[config.mk]
export PLATFORM = sky130hd
export DESIGN_NAME = fetch_packet_decoder_flat
export DESIGN_NICKNAME = d
export VERILOG_FILES = /design/src/rtl/fetch_packet_decoder_if.sv /design/src/rtl/fetch_packet_decoder.sv /design/src/flat_wrapper.sv
export SDC_FILE = /design/constraint.sdc
export NUM_CORES = 1
export LEC_CHECK = 0
export BUFFER_PORTS_ARGS = -buffer_cell sky130_fd_sc_hd__buf_2
export CAP_MARGIN = 30
export CELL_PAD_IN_SITES_DETAIL_PLACEMENT = 2
export CELL_PAD_IN_SITES_GLOBAL_PLACEMENT = 2
export CORE_MARGIN = 5
export CORE_UTILIZATION = 29
export DETAILED_ROUTE_END_ITERATION = 7
export PLACE_DENSITY_LB_ADDON = 0.1
export REMOVE_ABC_BUFFERS = 1
export SLEW_MARGIN = 10
export SYNTH_ARGS = -nofsm -noshare
export SYNTH_HDL_FRONTEND = slang
export SYNTH_SLANG_ARGS = --single-unit
[constraint.sdc]
create_clock -name clock -period 2.2 [get_ports clock]
set_clock_uncertainty 0.15 [all_clocks]
set_input_delay 0.11 -clock clock [delete_from_list [all_inputs] [get_ports clock]]
set_output_delay 0.11 -clock clock [all_outputs]
set_load 0.005 [all_outputs]
[src/rtl/fetch_packet_decoder_if.sv]
// Fetch-window / decode / redirect bundle between fetch and the packet decoder.
// Stat ports exist only when FETCH_DECODER_STATS_EN is defined.
interface fetch_packet_decoder_if;
  logic [31:0] fetchoutput;
  logic [19:0] previous_programcounter;
  logic [2:0]  pcjumpenable;
  logic [8:0]  pcchange;
  logic [5:0]  pclocation;
  logic        flush;
  logic [31:0] dec_instr;
  logic        dec_valid;
  logic        dec_is32;
  logic        dec_illegal;
  logic        link_valid;
  logic [19:0] link_addr;
`ifdef FETCH_DECODER_STATS_EN
  logic [15:0] stat_issued;
  logic [15:0] stat_bubbles;
  logic [15:0] stat_redirects;

  modport master (
    output fetchoutput, previous_programcounter,
    input  pcjumpenable, pcchange, pclocation, flush,
    input  dec_instr, dec_valid, dec_is32, dec_illegal,
    input  link_valid, link_addr,
    input  stat_issued, stat_bubbles, stat_redirects
  );
  modport slave (
    input  fetchoutput, previous_programcounter,
    output pcjumpenable, pcchange, pclocation, flush,
    output dec_instr, dec_valid, dec_is32, dec_illegal,
    output link_valid, link_addr,
    output stat_issued, stat_bubbles, stat_redirects
  );
`else
  modport master (
    output fetchoutput, previous_programcounter,
    input  pcjumpenable, pcchange, pclocation, flush,
    input  dec_instr, dec_valid, dec_is32, dec_illegal,
    input  link_valid, link_addr
  );
  modport slave (
    input  fetchoutput, previous_programcounter,
    output pcjumpenable, pcchange, pclocation, flush,
    output dec_instr, dec_valid, dec_is32, dec_illegal,
    output link_valid, link_addr
  );
`endif
endinterface

[src/rtl/fetch_packet_decoder.sv]
// Decode-side consumer of the fetch window; issues instrs, drives redirects.
// Optional counters: define FETCH_DECODER_STATS_EN.
module fetch_packet_decoder #(
  parameter int REDIRECT_CYCLES = 2
) (
  input logic                    clock,
  input logic                    reset,
  fetch_packet_decoder_if.slave  fp
);

  typedef enum logic [1:0] {
    RUN,
    SKIP,
    REDIRECT
  } state_t;

  typedef struct packed {
    logic [2:0]  pje;
    logic [8:0]  chg;
    logic [5:0]  loc;
    logic        flush;
    logic [31:0] instr;
    logic        valid;
    logic        is32;
    logic        ill;
    logic        lv;
    logic [19:0] la;
  } out_t;

  localparam logic [2:0] CNT_INIT = 3'(REDIRECT_CYCLES - 1);

  state_t      state, state_nxt;
  logic [2:0]  cnt, cnt_nxt;
  out_t        q, d;

  logic [15:0] older, newer;
  logic [2:0]  op;
  logic        is_bubble, is_branch;
  logic        is_16, is_32, is_ill;

  assign older = fp.fetchoutput[31:16];
  assign newer = fp.fetchoutput[15:0];
  assign op    = older[12:10];

  // Exactly one of these five classes holds for any older word.
  assign is_bubble = (older[15:1] == 15'd0);
  assign is_branch = ~older[15] & (older[14:13] == 2'b10) & ~op[2];
  assign is_16     = ~older[15] & ~is_bubble & ~is_branch;
  assign is_32     = older[15] & newer[15];
  assign is_ill    = older[15] & ~newer[15];

  always_ff @(posedge clock or negedge reset) begin
    if (!reset) begin
      state <= RUN;
      cnt   <= '0;
      q     <= '0;
    end else begin
      state <= state_nxt;
      cnt   <= cnt_nxt;
      q     <= d;
    end
  end

  always_comb begin
    state_nxt = state;
    cnt_nxt   = cnt;
    d         = '0;
    d.pje     = q.pje;
    d.chg     = q.chg;
    d.loc     = q.loc;
    d.la      = q.la;
    unique case (state)
      RUN: begin
        unique case (1'b1)
          is_bubble: ;
          is_branch: begin
            d.valid   = 1'b1;
            d.instr   = {older, 16'h0000};
            d.flush   = 1'b1;
            state_nxt = REDIRECT;
            cnt_nxt   = CNT_INIT;
            unique case (op[1:0])
              2'b00: begin
                d.pje = 3'd1;
                d.chg = older[8:0];
                d.loc = '0;
              end
              2'b01: begin
                d.pje = 3'd4;
                d.chg = older[8:0];
                d.loc = '0;
              end
              2'b10: begin
                d.pje = 3'd2;
                d.chg = '0;
                d.loc = older[5:0];
              end
              2'b11: begin
                d.pje = 3'd3;
                d.chg = '0;
                d.loc = older[5:0];
              end
            endcase
            if (op[0]) begin
              d.lv = 1'b1;
              d.la = fp.previous_programcounter + 20'd1;
            end
          end
          is_16: begin
            d.valid = 1'b1;
            d.instr = {older, 16'h0000};
          end
          is_32: begin
            d.valid   = 1'b1;
            d.is32    = 1'b1;
            d.instr   = fp.fetchoutput;
            state_nxt = SKIP;
          end
          is_ill: d.ill = 1'b1;
        endcase
      end
      SKIP: state_nxt = RUN;
      REDIRECT: begin
        cnt_nxt = (cnt == 3'd0) ? 3'd0 : cnt - 3'd1;
        if (cnt == 3'd0) begin
          d.pje     = '0;
          d.chg     = '0;
          d.loc     = '0;
          state_nxt = RUN;
        end
      end
      default: state_nxt = RUN;
    endcase
  end

  assign fp.pcjumpenable = q.pje;
  assign fp.pcchange     = q.chg;
  assign fp.pclocation   = q.loc;
  assign fp.flush        = q.flush;
  assign fp.dec_instr    = q.instr;
  assign fp.dec_valid    = q.valid;
  assign fp.dec_is32     = q.is32;
  assign fp.dec_illegal  = q.ill;
  assign fp.link_valid   = q.lv;
  assign fp.link_addr    = q.la;

`ifdef FETCH_DECODER_STATS_EN
  logic [15:0] n_iss, n_bub, n_red;
  logic        bub_ev, red_ev;

  assign bub_ev = (state == RUN) & is_bubble;
  assign red_ev = (state == RUN) & is_branch;

  always_ff @(posedge clock or negedge reset) begin
    if (!reset) begin
      n_iss <= '0;
      n_bub <= '0;
      n_red <= '0;
    end else begin
      if (d.valid && n_iss != 16'hFFFF) n_iss <= n_iss + 16'd1;
      if (bub_ev && n_bub != 16'hFFFF) n_bub <= n_bub + 16'd1;
      if (red_ev && n_red != 16'hFFFF) n_red <= n_red + 16'd1;
    end
  end

  assign fp.stat_issued    = n_iss;
  assign fp.stat_bubbles   = n_bub;
  assign fp.stat_redirects = n_red;
`endif

endmodule
[src/flat_wrapper.sv]
// flat-port wrapper written by rule: the top's interface ports become plain ports
module fetch_packet_decoder_flat 
#(
  parameter int REDIRECT_CYCLES = 2
)
  (clock, reset, fp_fetchoutput, fp_previous_programcounter, fp_pcjumpenable, fp_pcchange, fp_pclocation, fp_flush, fp_dec_instr, fp_dec_valid, fp_dec_is32, fp_dec_illegal, fp_link_valid, fp_link_addr);
  fetch_packet_decoder_if fp_i ();
  input logic clock;
  input logic reset;
  input wire logic [$bits(fp_i.fetchoutput)-1:0] fp_fetchoutput;
  input wire logic [$bits(fp_i.previous_programcounter)-1:0] fp_previous_programcounter;
  output wire logic [$bits(fp_i.pcjumpenable)-1:0] fp_pcjumpenable;
  output wire logic [$bits(fp_i.pcchange)-1:0] fp_pcchange;
  output wire logic [$bits(fp_i.pclocation)-1:0] fp_pclocation;
  output wire logic [$bits(fp_i.flush)-1:0] fp_flush;
  output wire logic [$bits(fp_i.dec_instr)-1:0] fp_dec_instr;
  output wire logic [$bits(fp_i.dec_valid)-1:0] fp_dec_valid;
  output wire logic [$bits(fp_i.dec_is32)-1:0] fp_dec_is32;
  output wire logic [$bits(fp_i.dec_illegal)-1:0] fp_dec_illegal;
  output wire logic [$bits(fp_i.link_valid)-1:0] fp_link_valid;
  output wire logic [$bits(fp_i.link_addr)-1:0] fp_link_addr;
  assign fp_i.fetchoutput = fp_fetchoutput;
  assign fp_i.previous_programcounter = fp_previous_programcounter;
  assign fp_pcjumpenable = fp_i.pcjumpenable;
  assign fp_pcchange = fp_i.pcchange;
  assign fp_pclocation = fp_i.pclocation;
  assign fp_flush = fp_i.flush;
  assign fp_dec_instr = fp_i.dec_instr;
  assign fp_dec_valid = fp_i.dec_valid;
  assign fp_dec_is32 = fp_i.dec_is32;
  assign fp_dec_illegal = fp_i.dec_illegal;
  assign fp_link_valid = fp_i.link_valid;
  assign fp_link_addr = fp_i.link_addr;
  fetch_packet_decoder #(.REDIRECT_CYCLES(REDIRECT_CYCLES)) u_core (.clock(clock), .reset(reset), .fp(fp_i));
endmodule
==> reports/results.ini <==
[route]
vias=3036
firstDrtPassIters=4
drcViolationCount=0
wl_per_cell_um=17.7
drt_iter0_drc=45
wirelength_um=11600
ant_nets=0
vias_per_cell=4.65

[die]
io_pins=129
die-height_um=118
rows=39
start_util=0.297
die_area_sq_mm=0.0140
core-area_sq_mm=0.0115
fp.dieW_um=118

[global_routing]
grt_max_degree=34
grt_first_pass_wirelength_um=19100
grt_pass1_vias=3473
grt_remaining_overflow=0
grt.total_usage=0.171
antenna_found_initial=0

[power]
internal_power_uw=3140
total_leakage_power_uw=0.00258
p_clk_frac=0.415
power_density_mw_per_mm2=826
power_switching_share=0.257
p_total_uw=4220
combPwrFrac=0.174
seqPwrFrac=0.411
peakVddDrop_uv=352
p_switching_uw=1090

[critical_path]
arrival_ns=2.11
cpLargestDelayFamily=simple AND/OR/NAND/NOR gates
slowest_delay_ns=0.53
crit_buf_inv=2
crit_required_ns=2.27
path_cells=dlygate4sd3_1, buf_2, nor4_1, nand4_1, and3_1
cp-end-kind=register
startpoint_type=input port
path_max_fanout=12
crit_type=in2reg
slowest_stage=dlygate4sd3_1

[synthesis]
syn_avg_cell_area_sq_um=10.7
synth_edf_count=0
synth_top_family_by_area=simple AND/OR/NAND/NOR gates
synth-adder-area-share=0.0220
ys_warn_count=0
yosysSeqAreaShare=0.580
synth-simple-area-share=0.215
synthArstFlopShare=1.00
mappedNetlistArea_sq_mm=0.00341
synth_compound_area_frac=0.0528
synth_seq_cells=79
netlist_instances=320
synth.distinct_cells=37
synth_xor_area_frac=0.0385
synthFlopType=dfrtp_1
muxShareOfSynthArea=0.0440

[sta]
hold_violations=0
slew_viol_final=0
worstMarginPinSlew_ns=0.510
period_share=0.927
rsz0062_at_grt=no
setup_violations=0
relSlewSlack=0.659
fin_crit_ns=2.04
max_freq_ghz=0.490

[cts]
numCtsBuffers=9
clock-root-buffer=clkbuf_16
clk_pin_slew_ns=0.06
htreeDepth=3
cts.sinks=79
cts_tree=yes
clockBufferDepth=2
clock_latency_ns=0.34

[min_path]
hp-class=in2reg

[placement]
place_inst=590
routabilityCongestion=0.734
portBuffers=128
dpl.hpwl_um=8010

[finish]
nets=566
drive_gt1_frac=0.324
area_delta_synth_final_pct=50.0
antenna_cells=0
layout.cells.non_filler=653

[flow_run]
drv_cap=0

[run_status]
status=complete, no violations

path summary, 6_finish.rpt:
check	startpoint	to	slack [ns]	cells past startpoint
worst max-delay path	fp_fetchoutput[19]	u_core.fp.dec_instr[30]$_DFF_PN0_	0.16	5
worst min-delay path	fp_previous_programcounter[3]	u_core.fp.link_addr[3]$_DFFE_PN0P_	0.003	3
worst max register to register	u_core.cnt[1]$_DFFE_PN0P_	u_core.fp.pcchange[5]$_DFFE_PN0P_	0.19	7
worst min register to register	u_core.fp.link_addr[18]$_DFFE_PN0P_	u_core.fp.link_addr[18]$_DFFE_PN0P_	0.32	2
max in group asynchronous	reset	u_core.fp.dec_valid$_DFF_PN0_	1.18	3
min in group asynchronous	reset	u_core.fp.dec_instr[23]$_DFF_PN0_	0.12	2
cell usage after synthesis (2+ instances only):
cell type,instances,area [sq um]
a21oi_1,3,15.0
a22o_1,2,17.5
and2_1,17,106
and3_1,19,119
buf_4,3,22.5
clkbuf_1,9,33.8
dfrtp_1,79,1980
ha_1,6,75.1
inv_1,29,109
mux2i_1,15,150
nand2_1,46,173
nand2b_1,3,18.8
nand3_1,8,40.0
nand4_1,5,31.3
nor2_1,3,11.3
nor3_1,7,35.0
nor3_2,2,20.0
nor4_1,7,43.8
o21ai_0,20,100
o311ai_0,2,17.5
or2_2,4,25.0
or4_1,3,22.5
xnor2_1,13,114
xor2_1,2,17.5
kinds of logic after synthesis:
logic type / Yosys count
AND/OR/NAND/NOR: 133
buffers and inverters: 41
flip-flops: 79
adder cells (fa/ha/maj): 6
XOR/XNOR: 15
AO/OA/AOI/OAI: 31
multiplexers: 15
layout make-up:
type | count | area, sq um
Multi-Input combinational cell | 200 | 1290
Fill cell | 1212 | 6350
Timing Repair Buffer | 187 | 1220
Tap cell | 143 | 179
Sequential cell | 79 | 1980
Clock buffer | 10 | 239
Clock inverter | 5 | 106
Inverter | 29 | 109
per-layer routing:
layer | GRT usage | wire length (um) | vias to the layer above
li1 | - | - | 1438
met1 | 0.210 | 4840 | 1489
met2 | 0.276 | 5690 | 93
met3 | 0.0592 | 816 | 16
met4 | 0.0659 | 217 | 0
met5 | 0 | 0 | -
worst reg2reg max path: stages, from the launching register on:
cell	delay, ns
dfrtp_1	0.39
or2_2	0.33
inv_1	0.06
ha_1	0.18
nand2_1	0.10
a21oi_2	0.19
buf_4	0.29
mux2i_1	0.24
sequential cells by signal, summed over array words and instances (netlist names):
| signal | count |
|---|---|
| u_core.cnt | 3 |
| u_core.fp.dec_illegal | 1 |
| u_core.fp.dec_valid | 1 |
| u_core.fp.link_valid | 1 |
| u_core.fp.pcchange | 9 |
| u_core.fp.link_addr | 20 |
| u_core.fp.pclocation | 6 |
| u_core.fp.pcjumpenable | 3 |
| u_core.fp.dec_instr | 32 |
| u_core.state | 2 |
| u_core.fp.flush | 1 |
power groups by stage:
| stage | registers [uW] | clock network, uW | logic [uW] |
|---|---|---|---|
| floorplan | 1780 | 0 | 240 |
| global placement | 1760 | 0 | 649 |
| detailed placement | 1770 | 0 | 672 |
| finish | 1740 | 1750 | 734 |
| CTS | 1740 | 1800 | 743 |
| global route | 1760 | 1860 | 833 |
cells in the final DEF (no fill, tap or decap), types with 4 or more instances in the layout:
master / count
inv_1: 29
nor4_1: 7
buf_2: 127
nand3_1: 8
o21ai_0: 20
dlygate4sd3_1: 48
xnor2_1: 13
dfrtp_1: 79
nand2_1: 46
or2_2: 4
and2_1: 17
buf_4: 11
nor3_1: 7
mux2i_1: 15
ha_1: 6
and3_1: 19
clkbuf_16: 9
nand4_1: 5
stage by stage:
| step | setup WS [ns] | utilization | hold slack [ns] | setup TNS [ns] | instance area [sq um] |
|---|---|---|---|---|---|
| 2_1_floorplan | -0.436 | - | -0.336 | -7.79 | 3350 |
| 3_3_place_gp | 0.329 | 0.373 | -0.0638 | 0 | 4280 |
| 3_5_place_dp | 0.222 | 0.373 | -0.0559 | 0 | 4280 |
| 4_1_cts | 0.102 | 0.445 | 0.000555 | 0 | 5100 |
| 5_1_grt | 0.0164 | 0.446 | 0.0215 | 0 | 5120 |
| 6_report | 0.160 | 0.446 | 0.00271 | 0 | 5120 |
repair_timing:
item / 4_1_cts / 5_1_grt
hold endpoints to repair: 123 / 0
endpoints found under the setup margin: 0 / 11
hold buffers: 48 / 0
gates resized for setup: 0 / 2
buffers inserted: 0 / 0
(Power assumes the default switching activity.)
